$ cat src/rtl/uart_rx_cfg_pkg.sv
// Shared UART receiver definitions: FSM state and parity-mode encodings
// plus small helpers used by the UART blocks.
package uart_rx_cfg_pkg;

  typedef enum logic [2:0] {
    ST_IDLE      = 3'd0,
    ST_START     = 3'd1,
    ST_DATA      = 3'd2,
    ST_PARITY    = 3'd3,
    ST_STOP      = 3'd4,
    ST_WAIT_HIGH = 3'd5
  } uart_state_e;

  typedef enum logic [1:0] {
    PAR_NONE = 2'b00,
    PAR_EVEN = 2'b01,
    PAR_ODD  = 2'b10,
    PAR_RSVD = 2'b11
  } parity_mode_e;

  // Reserved encoding behaves as "no parity".
  function automatic logic parity_on(input logic [1:0] mode);
    return (mode == PAR_EVEN) || (mode == PAR_ODD);
  endfunction

endpackage

$ cat src/rtl/uart_sync2.sv
// Two-flop synchronizer for a single asynchronous input; reset value is
// configurable so idle-high serial lines come out of reset idle.
module uart_sync2 #(
  parameter logic RST_VAL = 1'b1
) (
  input  logic clk,
  input  logic rst,
  input  logic d,
  output logic q
);

  logic sync_p0;
  logic sync_p1;

  always_ff @(posedge clk) begin
    if (rst) begin
      sync_p0 <= RST_VAL;
      sync_p1 <= RST_VAL;
    end else begin
      sync_p0 <= d;
      sync_p1 <= sync_p0;
    end
  end

  assign q = sync_p1;

endmodule

$ cat src/rtl/uart_rx_cfg.sv
// Configurable UART receiver: runtime divisor, parity and stop-bit count,
// 3-sample majority bit decisions, frame/parity error and break detection.
module uart_rx_cfg
  import uart_rx_cfg_pkg::*;
#(
  parameter int DATA_BITS = 8,
  parameter int DIV_W     = 16
) (
  input  logic                 clk,
  input  logic                 rst,
  input  logic                 din,
  input  logic [DIV_W-1:0]     div,
  input  logic [1:0]           parity_mode,
  input  logic                 stop2,
  output logic [DATA_BITS-1:0] data,
  output logic                 valid,
  output logic                 parity_err,
  output logic                 frame_err,
  output logic                 break_det
);

  localparam logic [3:0]       LAST_BIT = 4'(DATA_BITS - 1);
  localparam logic [DIV_W-1:0] ONE      = DIV_W'(1);

  function automatic logic maj3(input logic a, input logic b, input logic c);
    return (a & b) | (a & c) | (b & c);
  endfunction

  uart_state_e          state, state_n;
  logic                 din_s;
  logic                 din_prev;
  logic                 hist_p0, hist_p1;
  logic [DIV_W-1:0]     timer, div_q, t_target;
  logic [3:0]           bit_cnt;
  logic [DATA_BITS-1:0] shreg;
  logic                 par_en_q, odd_q, stop2_q;
  logic                 par_acc, all_low, fe_acc, brk_q;
  logic                 decide, samp, start_edge, last_stop;
  logic                 brk_now, fe_now, frame_done;

  uart_sync2 #(.RST_VAL(1'b1)) u_sync (
    .clk (clk),
    .rst (rst),
    .d   (din),
    .q   (din_s)
  );

  // Decision point and next-state logic
  always_comb begin
    t_target   = (state == ST_START) ? (div_q >> 1) : (div_q - ONE);
    decide     = (timer == t_target);
    samp       = maj3(hist_p1, hist_p0, din_s);
    start_edge = !din_s && din_prev;
    last_stop  = !stop2_q || (bit_cnt == 4'd1);
    brk_now    = (bit_cnt == 4'd0) ? (all_low & ~samp) : brk_q;
    fe_now     = fe_acc | ~samp;
    state_n    = state;
    frame_done = 1'b0;
    case (state)
      ST_IDLE:   if (start_edge) state_n = ST_START;
      ST_START:  if (decide) state_n = samp ? ST_IDLE : ST_DATA;
      ST_DATA:   if (decide && bit_cnt == LAST_BIT) state_n = par_en_q ? ST_PARITY : ST_STOP;
      ST_PARITY: if (decide) state_n = ST_STOP;
      ST_STOP: begin
        if (decide && last_stop) begin
          frame_done = 1'b1;
          state_n    = brk_now ? ST_WAIT_HIGH : ST_IDLE;
        end
      end
      ST_WAIT_HIGH: if (decide && din_s) state_n = ST_IDLE;
      default:   state_n = ST_IDLE;
    endcase
  end

  always_ff @(posedge clk) begin
    if (rst) state <= ST_IDLE;
    else     state <= state_n;
  end

  // Control: bit timer, bit counter, edge history
  always_ff @(posedge clk) begin
    if (rst) begin
      timer    <= '0;
      bit_cnt  <= '0;
      din_prev <= 1'b1;
    end else begin
      din_prev <= din_s;
      case (state)
        ST_IDLE: begin
          timer   <= '0;
          bit_cnt <= '0;
        end
        ST_WAIT_HIGH: timer <= din_s ? (timer + ONE) : '0;
        default: begin
          timer <= decide ? '0 : (timer + ONE);
          if (decide && (state == ST_DATA || state == ST_STOP))
            bit_cnt <= (state == ST_DATA && bit_cnt == LAST_BIT) ? 4'd0 : (bit_cnt + 4'd1);
        end
      endcase
    end
  end

  // Datapath: sample history, frame config latch, shift and accumulators
  always_ff @(posedge clk) begin
    hist_p0 <= din_s;
    hist_p1 <= hist_p0;
    if (state == ST_IDLE && start_edge) begin
      div_q    <= div;
      par_en_q <= parity_on(parity_mode);
      odd_q    <= (parity_mode == PAR_ODD);
      stop2_q  <= stop2;
      par_acc  <= 1'b0;
      all_low  <= 1'b1;
      fe_acc   <= 1'b0;
      brk_q    <= 1'b0;
    end else if (decide) begin
      case (state)
        ST_DATA: begin
          shreg   <= {samp, shreg[DATA_BITS-1:1]};
          par_acc <= par_acc ^ samp;
          all_low <= all_low & ~samp;
        end
        ST_PARITY: begin
          par_acc <= par_acc ^ samp;
          all_low <= all_low & ~samp;
        end
        ST_STOP: begin
          fe_acc <= fe_now;
          if (bit_cnt == 4'd0) brk_q <= brk_now;
        end
        default: ;
      endcase
    end
  end

  // Output register: flags exist only alongside the valid pulse
  always_ff @(posedge clk) begin
    if (rst) begin
      data       <= '0;
      valid      <= 1'b0;
      parity_err <= 1'b0;
      frame_err  <= 1'b0;
      break_det  <= 1'b0;
    end else begin
      valid <= frame_done;
      if (frame_done) begin
        data       <= shreg;
        parity_err <= par_en_q & (par_acc ^ odd_q);
        frame_err  <= fe_now;
        break_det  <= brk_now;
      end else begin
        parity_err <= 1'b0;
        frame_err  <= 1'b0;
        break_det  <= 1'b0;
      end
    end
  end

endmodule
$ cat config.mk
export PLATFORM = sky130hd
export DESIGN_NAME = uart_rx_cfg
export DESIGN_NICKNAME = d
export VERILOG_FILES = /design/src/rtl/uart_rx_cfg_pkg.sv /design/src/rtl/uart_sync2.sv /design/src/rtl/uart_rx_cfg.sv
export SDC_FILE = /design/constraint.sdc
export NUM_CORES = 1
export LEC_CHECK = 0
export BUFFER_PORTS_ARGS = -buffer_cell sky130_fd_sc_hd__buf_4
export CORE_MARGIN = 8
export CORE_UTILIZATION = 60
export CTS_CLUSTER_DIAMETER = 80
export DETAILED_ROUTE_END_ITERATION = 7
export PLACE_DENSITY = 0.92
export SLEW_MARGIN = 20
export SYNTH_ARGS = -nofsm -noshare
export SYNTH_HDL_FRONTEND = slang
export SYNTH_SLANG_ARGS = --single-unit
$ cat constraint.sdc
create_clock -name clk -period 5.2 [get_ports clk]
set_input_delay 0 -clock clk [delete_from_list [all_inputs] [get_ports clk]]
set_output_delay 0 -clock clk [all_outputs]
set_load 0.02 [all_outputs]
==> impl_metrics.tcl, run 1 <==
set metrics [dict create \
    dp_hpwl_mm 7.05 \
    root_buffer "clkbuf_8" \
    synth_top_area_cell "dfxtp_1" \
    ys_async_sr_fraction_pct 0 \
    antenna_left 0 \
    finalCritPeriodShare_pct 77.7 \
    initialDrtViolationCount 378 \
    cts_made_buffers 9 \
    worst_pin_slew_ns 1.09 \
    cp.depth 9 \
    path_class "flop to flop" \
    groute.usage.overall_pct 22.5 \
    synth_top_cell_area_share_pct 22.4 \
    grt_setup_unrepaired "no" \
    die_area_um2 9400 \
    fmax_ghz 0.247 \
    clk_pin_slew_ns 0.08 \
    viasPerCell 6.35 \
    antenna_found_initial 0 \
    postCtsHoldBufs 20 \
    use_met3_pct 5.97 \
    cts_buffer_depth 2 \
    place.gp.congestion 0.950 \
    grt_pass1_vias 3501 \
    fillerInstances 452 \
    crit_buf_inv 0 \
    whs_ns 0.110 \
    clock_latency_ns 0.35 \
    routedWlPerCell_um 19.3 \
    leakage_nw 1.64 \
    port_buffers 33 \
    grtUsageMet1_pct 27.6 \
    outcome "completed" \
    pin_count 34 \
    slew-limit-headroom_pct 26.6 \
    ir_worst_vdd_mv 0.330 \
    drc 0 \
    cts_resized 0 \
    tns_ns 0 \
    synth_cell_types 64 \
    synth_edf_count 27 \
    r2r_setup_slack_ns 1.16 \
    top_usage_layer "met2" \
    initial_utilization_pct 61.9 \
    nNetsFinal 495 \
    syn_area_um2 3930 \
    r2r-start "state[0]$_SDFFE_PP0P_" \
    grt_use_met2_pct 36.5 \
    drive_above_1_share_pct 14.6 \
    synth_flop_cell "dfxtp_1" \
    numClockSinks 71 \
    fin_worst_skew_ns 0.0126 \
    cp_cell_sequence "or3b_2, mux2i_1, o22ai_1, nand4b_1, nor4b_1, nand4_1, maj3_2, or3_1, a21oi_1" \
    synthToLayoutAreaGrowth_pct 17.7 \
    cts_tree "done" \
    critPathMaxFanout 24 \
    r2r_end "bit_cnt[3]$_SDFFE_PP0P_" \
    yosysWarningCount 0 \
    arrival_ns 4.32 \
    grt_max_degree 25 \
    slowest_delay_ns 0.79 \
    setup_violations 0 \
    start_kind "flop" \
    finalCriticalPeriod_ns 4.04 \
    ys_seq_area_share_pct 43.0 \
    syn_inst 433 \
    die_h_um 97.0 \
    drv_slew 0 \
    p_per_area_nw_per_um2 327 \
    cts_setup_buffers 0 \
    num_antenna_cells 0 \
    ys_ff_latch 71 \
    end_kind "flop" \
    crit_path_top_delay_cell "dfxtp_1" \
    synthTopCellsByArea "dfxtp_1, edfxtp_1, nor2_1" \
    synth_fp_nets 461 \
    final_hold_viol_count 0 \
    vias 3485 \
    drv_cap 0 \
    dr.pass1.iters 5 \
    core_um2 6350 \
    crit_family "simple AND/OR/NAND/NOR gates" \
    endpoint "bit_cnt[3]$_SDFFE_PP0P_" \
    wl_mm 10.6 \
    num_rows 29 \
    die_x_um 97.0 \
    cp-startpoint "state[0]$_SDFFE_PP0P_" \
    overflow 0 \
    grt_pass1_wl_mm 17.5 \
    hp-class "input pin to flop" \
    rr_worst_depth 9 \
    ys_top_cells_by_count "nor2_1, dfxtp_1, nand2_1, edfxtp_1, o21ai_0" \
    avgSynthCellArea_um2 9.08 \
    yosysMostFrequentCell "nor2_1" \
    h-tree-depth 3 \
    required_ns 5.48 \
]
-- power breakdown --
group | switching [mW] | internal [mW]
logic | 0.172 | 0.113
clock network | 0.212 | 0.382
registers | 0.0430 | 0.594
-- through the flow --
step	worst slack [ns]	total power, mW	util, %	cell area [um^2]	instances
floorplan	1.98	0.845	-	3930	433
global placement	1.46	0.903	65.3	4150	513
detailed placement	1.25	0.908	65.3	4150	513
CTS	1.19	1.51	72.7	4620	549
global route	0.939	1.57	72.9	4630	549
finish	1.16	1.52	72.9	4630	549
-- final cells by class --
class / count / area, um^2 / area share, %
Clock buffer: 11 / 141 / 3.05
Clock inverter: 5 / 129 / 2.78
Timing Repair Buffer: 54 / 455 / 9.84
Inverter: 16 / 60.1 / 1.30
Sequential cell: 71 / 1690 / 36.6
Multi-Input combinational cell: 315 / 2050 / 44.4
Tap cell: 77 / 96.3 / 2.08
-- cells in the final DEF (no fill, tap or decap), types with 3 or more instances in the layout --
cell	Yosys	final
a211oi_1	5	5
clkbuf_8	0	10
nand4_1	6	6
inv_1	16	16
nor4_1	9	9
nand3_1	16	16
nand2_1	28	28
nor2b_1	7	7
nor3_1	15	14
and3_1	5	5
edfxtp_1	27	27
buf_4	2	34
or4_1	5	5
mux2i_1	11	11
nor2_1	56	55
dlygate4sd3_1	0	20
ha_1	6	6
nand4b_1	3	3
o21ai_0	22	22
o31ai_1	3	3
bufinv_16	0	4
a21oi_1	15	15
nor4b_1	3	3
dfxtp_1	44	44
xnor2_1	17	17
or3_1	7	7
o2111ai_1	3	3
a21o_1	5	5
or2_2	4	4
xor2_1	17	17
nand2b_1	4	4
-- worst min-delay path by stage --
stage                         from            endpoint  slack [ns]  cells after the start
detailed placement          div[4]  div_q[4]$_DFFE_PP_        0.18                      1
global placement            div[3]  div_q[3]$_DFFE_PP_        0.18                      1
CTS                 parity_mode[0]     odd_q$_DFFE_PP_        0.07                      3
floorplan                   div[0]  div_q[0]$_DFFE_PP_         0.1                      0
global route        parity_mode[0]     odd_q$_DFFE_PP_        0.09                      3
finish              parity_mode[0]     odd_q$_DFFE_PP_        0.11                      3
-- worst reg2reg max path, delay by kind of cell (launching register included) --
| kind | cells | cell delay (ns) |
|---|---|---|
| mux | 1 | 0.36 |
| fa+ha+maj | 1 | 0.49 |
| compound gates | 2 | 0.27 |
| flops | 1 | 0.79 |
| simple gates | 5 | 2.06 |
-- state kept, by name, indices dropped and copies added (netlist names), 3 cells and up --
signal   cells
div_q       16
bit_cnt      4
state        3
shreg        8
data         8
timer       16
-- layer usage --
metal / share of wire [%] / vias up
met4: 2.3 / 0
li1: - / 1616
met1: 42 / 1690
met5: 0 / -
met2: 48 / 153
met3: 7.5 / 26
-- cells by family (layout without fill, tap and decap cells) --
kind of cell	Yosys count	in the layout	synth area share (%)
flops	71	71	43.0
fa+ha+maj	7	7	2.20
mux	13	13	3.37
simple gates	185	185	25.9
compound gates	76	76	12.9
xor+xnor	34	34	7.57
buf+inv	47	86	5.06
Power figures use the tool's default switching activity.
==> run 2: changes to the inputs <==
--- a/config.mk
+++ b/config.mk
@@ -7,10 +7,10 @@
 export LEC_CHECK = 0
 export BUFFER_PORTS_ARGS = -buffer_cell sky130_fd_sc_hd__buf_4
 export CORE_MARGIN = 8
-export CORE_UTILIZATION = 60
+export CORE_UTILIZATION = 54
 export CTS_CLUSTER_DIAMETER = 80
 export DETAILED_ROUTE_END_ITERATION = 7
-export PLACE_DENSITY = 0.92
+export PLACE_DENSITY = 0.88
 export SLEW_MARGIN = 20
 export SYNTH_ARGS = -nofsm -noshare
 export SYNTH_HDL_FRONTEND = slang
==> constraint.sdc (replaced) <==
create_clock -name clk -period 3.66 [get_ports clk]
set_input_delay 0 -clock clk [delete_from_list [all_inputs] [get_ports clk]]
set_output_delay 0 -clock clk [all_outputs]
set_load 0.02 [all_outputs]
==> run 2 against run 1 <==
  * First-iteration DRC count rose by 6.1%
  * Clock skew fell by 0.0015 ns
  * Clock-buffer cell count fell by 1
  * Utilization fell by 7.0 points
  * Non-clock buffer count rose by 10
  * Die area rose by 9.2%
  * Power rose by 37%
  * Register-to-register slack got worse by 1.0 ns
  * Combinational power rose by 58%
  * Critical path depth did not move
  * Largest power group unchanged
==> impl_metrics.tcl, run 2 (same netlist as run 1, synthesis figures left out) <==
set metrics [dict create \
    initialDrtViolationCount 401 \
    vias 3399 \
    clock_latency_ns 0.36 \
    drv_slew 0 \
    tns_ns 0 \
    drc 0 \
    pin_count 34 \
    worst_pin_slew_ns 0.986 \
    dr.pass1.iters 7 \
    cp_cell_sequence "or3_1, nor4_1, xor2_1, o21ai_0, a31o_2, o211ai_4, nand3b_1, or3_1, a211oi_1" \
    critPathMaxFanout 9 \
    antenna_left 0 \
    p_per_area_nw_per_um2 441 \
    crit_buf_inv 0 \
    hp-class "input pin to flop" \
    path_class "flop to flop" \
    synthToLayoutAreaGrowth_pct 19.6 \
    cts_made_buffers 9 \
    grt_pass1_vias 3418 \
    r2r-start "div_q[2]$_DFFE_PP_" \
    port_buffers 33 \
    setup_violations 0 \
    arrival_ns 3.75 \
    grt_max_degree 24 \
    wl_mm 9.80 \
    grt_setup_unrepaired "no" \
    overflow 0 \
    clk_pin_slew_ns 0.08 \
    groute.usage.overall_pct 20.1 \
    crit_family "simple AND/OR/NAND/NOR gates" \
    slowest_delay_ns 0.65 \
    drive_above_1_share_pct 16.4 \
    numClockSinks 71 \
    cts_resized 0 \
    final_cell_mix "nor2_1, dfxtp_1, buf_4" \
    initial_utilization_pct 55.1 \
    reg_top3 "div_q (16), timer (16)" \
    die_h_um 101 \
    cts_tree "done" \
    post-route-util_pct 65.9 \
    final_hold_viol_count 0 \
    crit_path_top_delay_cell "nor4_1" \
    cts_buffer_depth 2 \
    root_buffer "clkbuf_8" \
    hold_depth 3 \
    antenna_found_initial 0 \
    routedWlPerCell_um 16.9 \
    finalCriticalPeriod_ns 3.50 \
    leakage_nw 1.68 \
    cp-startpoint "div_q[2]$_DFFE_PP_" \
    postCtsHoldBufs 20 \
    num_antenna_cells 0 \
    nNetsFinal 505 \
    die_area_um2 10300 \
    cts_setup_buffers 0 \
    placed_cells 545 \
    final_common_cell "nor2_1" \
    slew-limit-headroom_pct 33.6 \
    viasPerCell 5.85 \
    finalCritPeriodShare_pct 95.5 \
    place.gp.congestion 0.973 \
    ir_worst_vdd_mv 0.266 \
    cpMostUsedCell "or3_1" \
    fmax_ghz 0.286 \
    grt_pass1_wl_mm 16.3 \
    core_um2 7140 \
    end_kind "flop" \
    rr_worst_depth 9 \
    h-tree-depth 3 \
    dp_hpwl_mm 6.95 \
    start_kind "flop" \
    num_rows 31 \
    layout.cells.non_filler 581 \
    outcome "completed" \
    drv_cap 0 \
    fin_worst_skew_ns 0.0111 \
    hp-start "parity_mode[0]" \
    required_ns 3.92 \
    die_x_um 101 \
    cp.depth 9 \
]
==> run 2: metal layers <==
metal	up-vias	part of all wire, %	track usage, %
met4	0	2.5	9.51
met2	125	47	32.3
li1	1638	-	-
met3	25	6.0	4.40
met1	1611	44	25.1
met5	-	0	0
==> run 2: where the power goes <==
group	internal (mW)	switching [mW]
Sequential	0.844	0.0270
Combinational	0.177	0.275
Clock	0.434	0.318
Total	1.46	0.619
==> run 2: final timing paths <==
| path | endpoint | slack, ns |
|---|---|---|
| worst min-delay path | odd_q$_DFFE_PP_ | 0.03 |
| worst max register to register | frame_err$_SDFF_PP0_ | 0.16 |
| worst min register to register | hist_p1$_DFF_P_ | 0.36 |
| worst max-delay path | frame_err$_SDFF_PP0_ | 0.16 |
==> run 2: cell type report <==
cell class / instances / area [um^2]
Clock buffer: 10 / 149
Clock inverter: 6 / 97.6
Fill cell: 579 / 2430
Inverter: 16 / 60.1
Multi-Input combinational cell: 315 / 2050
Sequential cell: 71 / 1690
Tap cell: 99 / 124
Timing Repair Buffer: 64 / 531
==> run 2: stage by stage <==
step | hold WS (ns) | area (um^2) | setup WS [ns] | power, mW
global placement | 0.178 | 4250 | 0.388 | 1.30
finish | 0.0319 | 4700 | 0.163 | 2.07
floorplan | 0.0989 | 3930 | 0.439 | 1.20
CTS | 0.0267 | 4700 | 0.257 | 2.07
detailed placement | 0.180 | 4250 | 0.270 | 1.31
global route | 0.0512 | 4700 | 0.00395 | 2.17
==> run 2: tightest hold or removal path: cells and delay by family <==
kind / cells / cell delay (ns)
buf+inv: 2 / 0.15
fa+ha+maj: 1 / 0.13
==> run 3: changes to the inputs <==
--- a/config.mk
+++ b/config.mk
@@ -6,7 +6,7 @@
 export NUM_CORES = 1
 export LEC_CHECK = 0
 export BUFFER_PORTS_ARGS = -buffer_cell sky130_fd_sc_hd__buf_4
-export CORE_MARGIN = 8
+export CORE_MARGIN = 2
 export CORE_UTILIZATION = 54
 export CTS_CLUSTER_DIAMETER = 80
 export DETAILED_ROUTE_END_ITERATION = 7
==> run 3 against run 2 <==
  * Clock skew is 0.0044 ns higher
  * Clock-buffer cell count is 1 lower
  * Power is 7.3% lower
  * Critical path depth is 1 higher
  * Sequential power is 2% higher
  * Utilization is 0.75 points lower
  * First-iteration DRC count is 23% lower
  * Register-to-register slack better by 0.12 ns
  * Die area is 22% lower
  * Fmax is 3.5% higher
  * Sequential share of layout area is 0.42 points higher
==> impl_metrics.tcl, run 3 (same netlist as run 1, synthesis figures left out) <==
set metrics [dict create \
    ir_worst_vdd_mv 0.280 \
    finalCriticalPeriod_ns 3.38 \
    end_kind "flop" \
    num_antenna_cells 0 \
    drc 0 \
    num_rows 31 \
    required_ns 3.91 \
    path_class "flop to flop" \
    finalCritPeriodShare_pct 92.3 \
    die_h_um 89.3 \
    synthToLayoutAreaGrowth_pct 18.2 \
    pin_count 34 \
    final_hold_viol_count 0 \
    reg_top3 "div_q (16), timer (16)" \
    grtUsageMet1_pct 33.7 \
    groute.usage.overall_pct 25.1 \
    cts_resized 0 \
    drv_slew 0 \
    core_um2 7140 \
    fin_worst_skew_ns 0.0155 \
    viasPerCell 5.87 \
    clock_latency_ns 0.36 \
    routedWlPerCell_um 16.5 \
    leakage_nw 1.65 \
    h-tree-depth 3 \
    cpMostUsedCell "nor4_4" \
    antenna_found_initial 0 \
    pre_cts_slack_ns 0.339 \
    rr_worst_depth 10 \
    die_area_um2 7980 \
    hold_depth 3 \
    wl_mm 9.58 \
    fmax_ghz 0.296 \
    setup_violations 0 \
    cts_made_buffers 9 \
    hp-class "input pin to flop" \
    drv_cap 0 \
    grt_use_met2_pct 38.8 \
    overflow 0 \
    die_x_um 89.3 \
    slew-limit-headroom_pct 45.8 \
    port_buffers 33 \
    slowest_delay_ns 0.59 \
    initial_utilization_pct 55.1 \
    tns_ns 0 \
    use_met3_pct 6.74 \
    top_usage_layer "met2" \
    grt_max_degree 24 \
    post-route-util_pct 65.1 \
    crit_buf_inv 1 \
    holdPathEnd "odd_q$_DFFE_PP_" \
    arrival_ns 3.63 \
    start_kind "flop" \
    antenna_left 0 \
    dr.pass1.iters 5 \
    critPathMaxFanout 8 \
    outcome "completed" \
    numClockSinks 71 \
    root_buffer "clkbuf_8" \
    cp_cell_sequence "nor4_4, nand4b_1, or4b_1, and3_4, nor3_4, nand4_2, nor4_4, buf_4, mux2i_1, nor2_1" \
    clk_pin_slew_ns 0.09 \
    dp_hpwl_mm 6.85 \
    crit_path_top_delay_cell "or4b_1" \
    place.gp.congestion 0.951 \
    grt_pass1_wl_mm 15.3 \
    hp-start "parity_mode[0]" \
    r2r-start "div_q[8]$_DFFE_PP_" \
    grt_setup_unrepaired "no" \
    cts_buffer_depth 2 \
    final_cell_mix "nor2_1, buf_4, dfxtp_1" \
    layout_setup_ws_ns 0.283 \
    p_per_area_nw_per_um2 414 \
    r2r_setup_slack_ns 0.28 \
    p_total_mw 1.92 \
    crit_family "simple AND/OR/NAND/NOR gates" \
    r2r_end "data[0]$_SDFFE_PP0P_" \
    drive_above_1_share_pct 16.6 \
    worst_pin_slew_ns 0.806 \
    vias 3415 \
    cts_tree "done" \
    grt_pass1_vias 3179 \
    nNetsFinal 506 \
    initialDrtViolationCount 308 \
    final_common_cell "nor2_1" \
]
run 3: timing repair:
| action | CTS | global route |
|---|---|---|
| setup endpoints to repair | 0 | 0 |
| hold buffers | 20 | 0 |
| buffers inserted | 0 | 0 |
| endpoints found under the hold margin | 32 | 0 |
run 3: cell type report:
| cell class | instances | area (um^2) |
|---|---|---|
| multi-input cells | 315 | 2050 |
| flip-flops and latches | 71 | 1690 |
| clock buffers | 9 | 124 |
| clock inverters | 7 | 61.3 |
| fillers | 586 | 2490 |
| repair buffers | 65 | 538 |
| well taps | 99 | 124 |
| inverters | 16 | 60.1 |
run 3: layer usage:
| metal | wire, um | part of all wire (%) |
|---|---|---|
| met1 | 4180 | 44 |
| met2 | 4620 | 48 |
| met3 | 555 | 5.8 |
| met4 | 227 | 2.4 |
| met5 | 0 | 0 |
run 3: worst max path at each step:
| stage | to | startpoint | slack, ns | cells after the start |
|---|---|---|---|---|
| after floorplan | shreg[0]$_DFFE_PP_ | div_q[2]$_DFFE_PP_ | 0.44 | 10 |
| after global placement | data[0]$_SDFFE_PP0P_ | div_q[0]$_DFFE_PP_ | 0.40 | 12 |
| after detailed placement | data[0]$_SDFFE_PP0P_ | div_q[8]$_DFFE_PP_ | 0.34 | 10 |
| after CTS | data[0]$_SDFFE_PP0P_ | div_q[8]$_DFFE_PP_ | 0.31 | 10 |
| after global routing | data[2]$_SDFFE_PP0P_ | div_q[8]$_DFFE_PP_ | 0.03 | 10 |
| final | data[0]$_SDFFE_PP0P_ | div_q[8]$_DFFE_PP_ | 0.28 | 10 |
run 3: power breakdown:
group | switching (mW) | internal (mW) | leakage (nW) | total, mW
logic | 0.259 | 0.176 | 0.959 | 0.435
registers | 0.0418 | 0.844 | 0.601 | 0.886
clock network | 0.342 | 0.260 | 0.0906 | 0.603
run 3: worst min-delay path, stage by stage:
cell and delay (ns):
buf_4 0.10, inv_1 0.05, ha_1 0.14
run 3: per-stage QoR:
stage | area [um^2] | hold slack (ns) | instances
2_1_floorplan | 3930 | 0.0989 | 433
3_3_place_gp | 4260 | 0.178 | 546
3_5_place_dp | 4260 | 0.179 | 546
4_1_cts | 4640 | 0.0294 | 582
5_1_grt | 4650 | 0.0442 | 582
6_report | 4650 | 0.0378 | 582
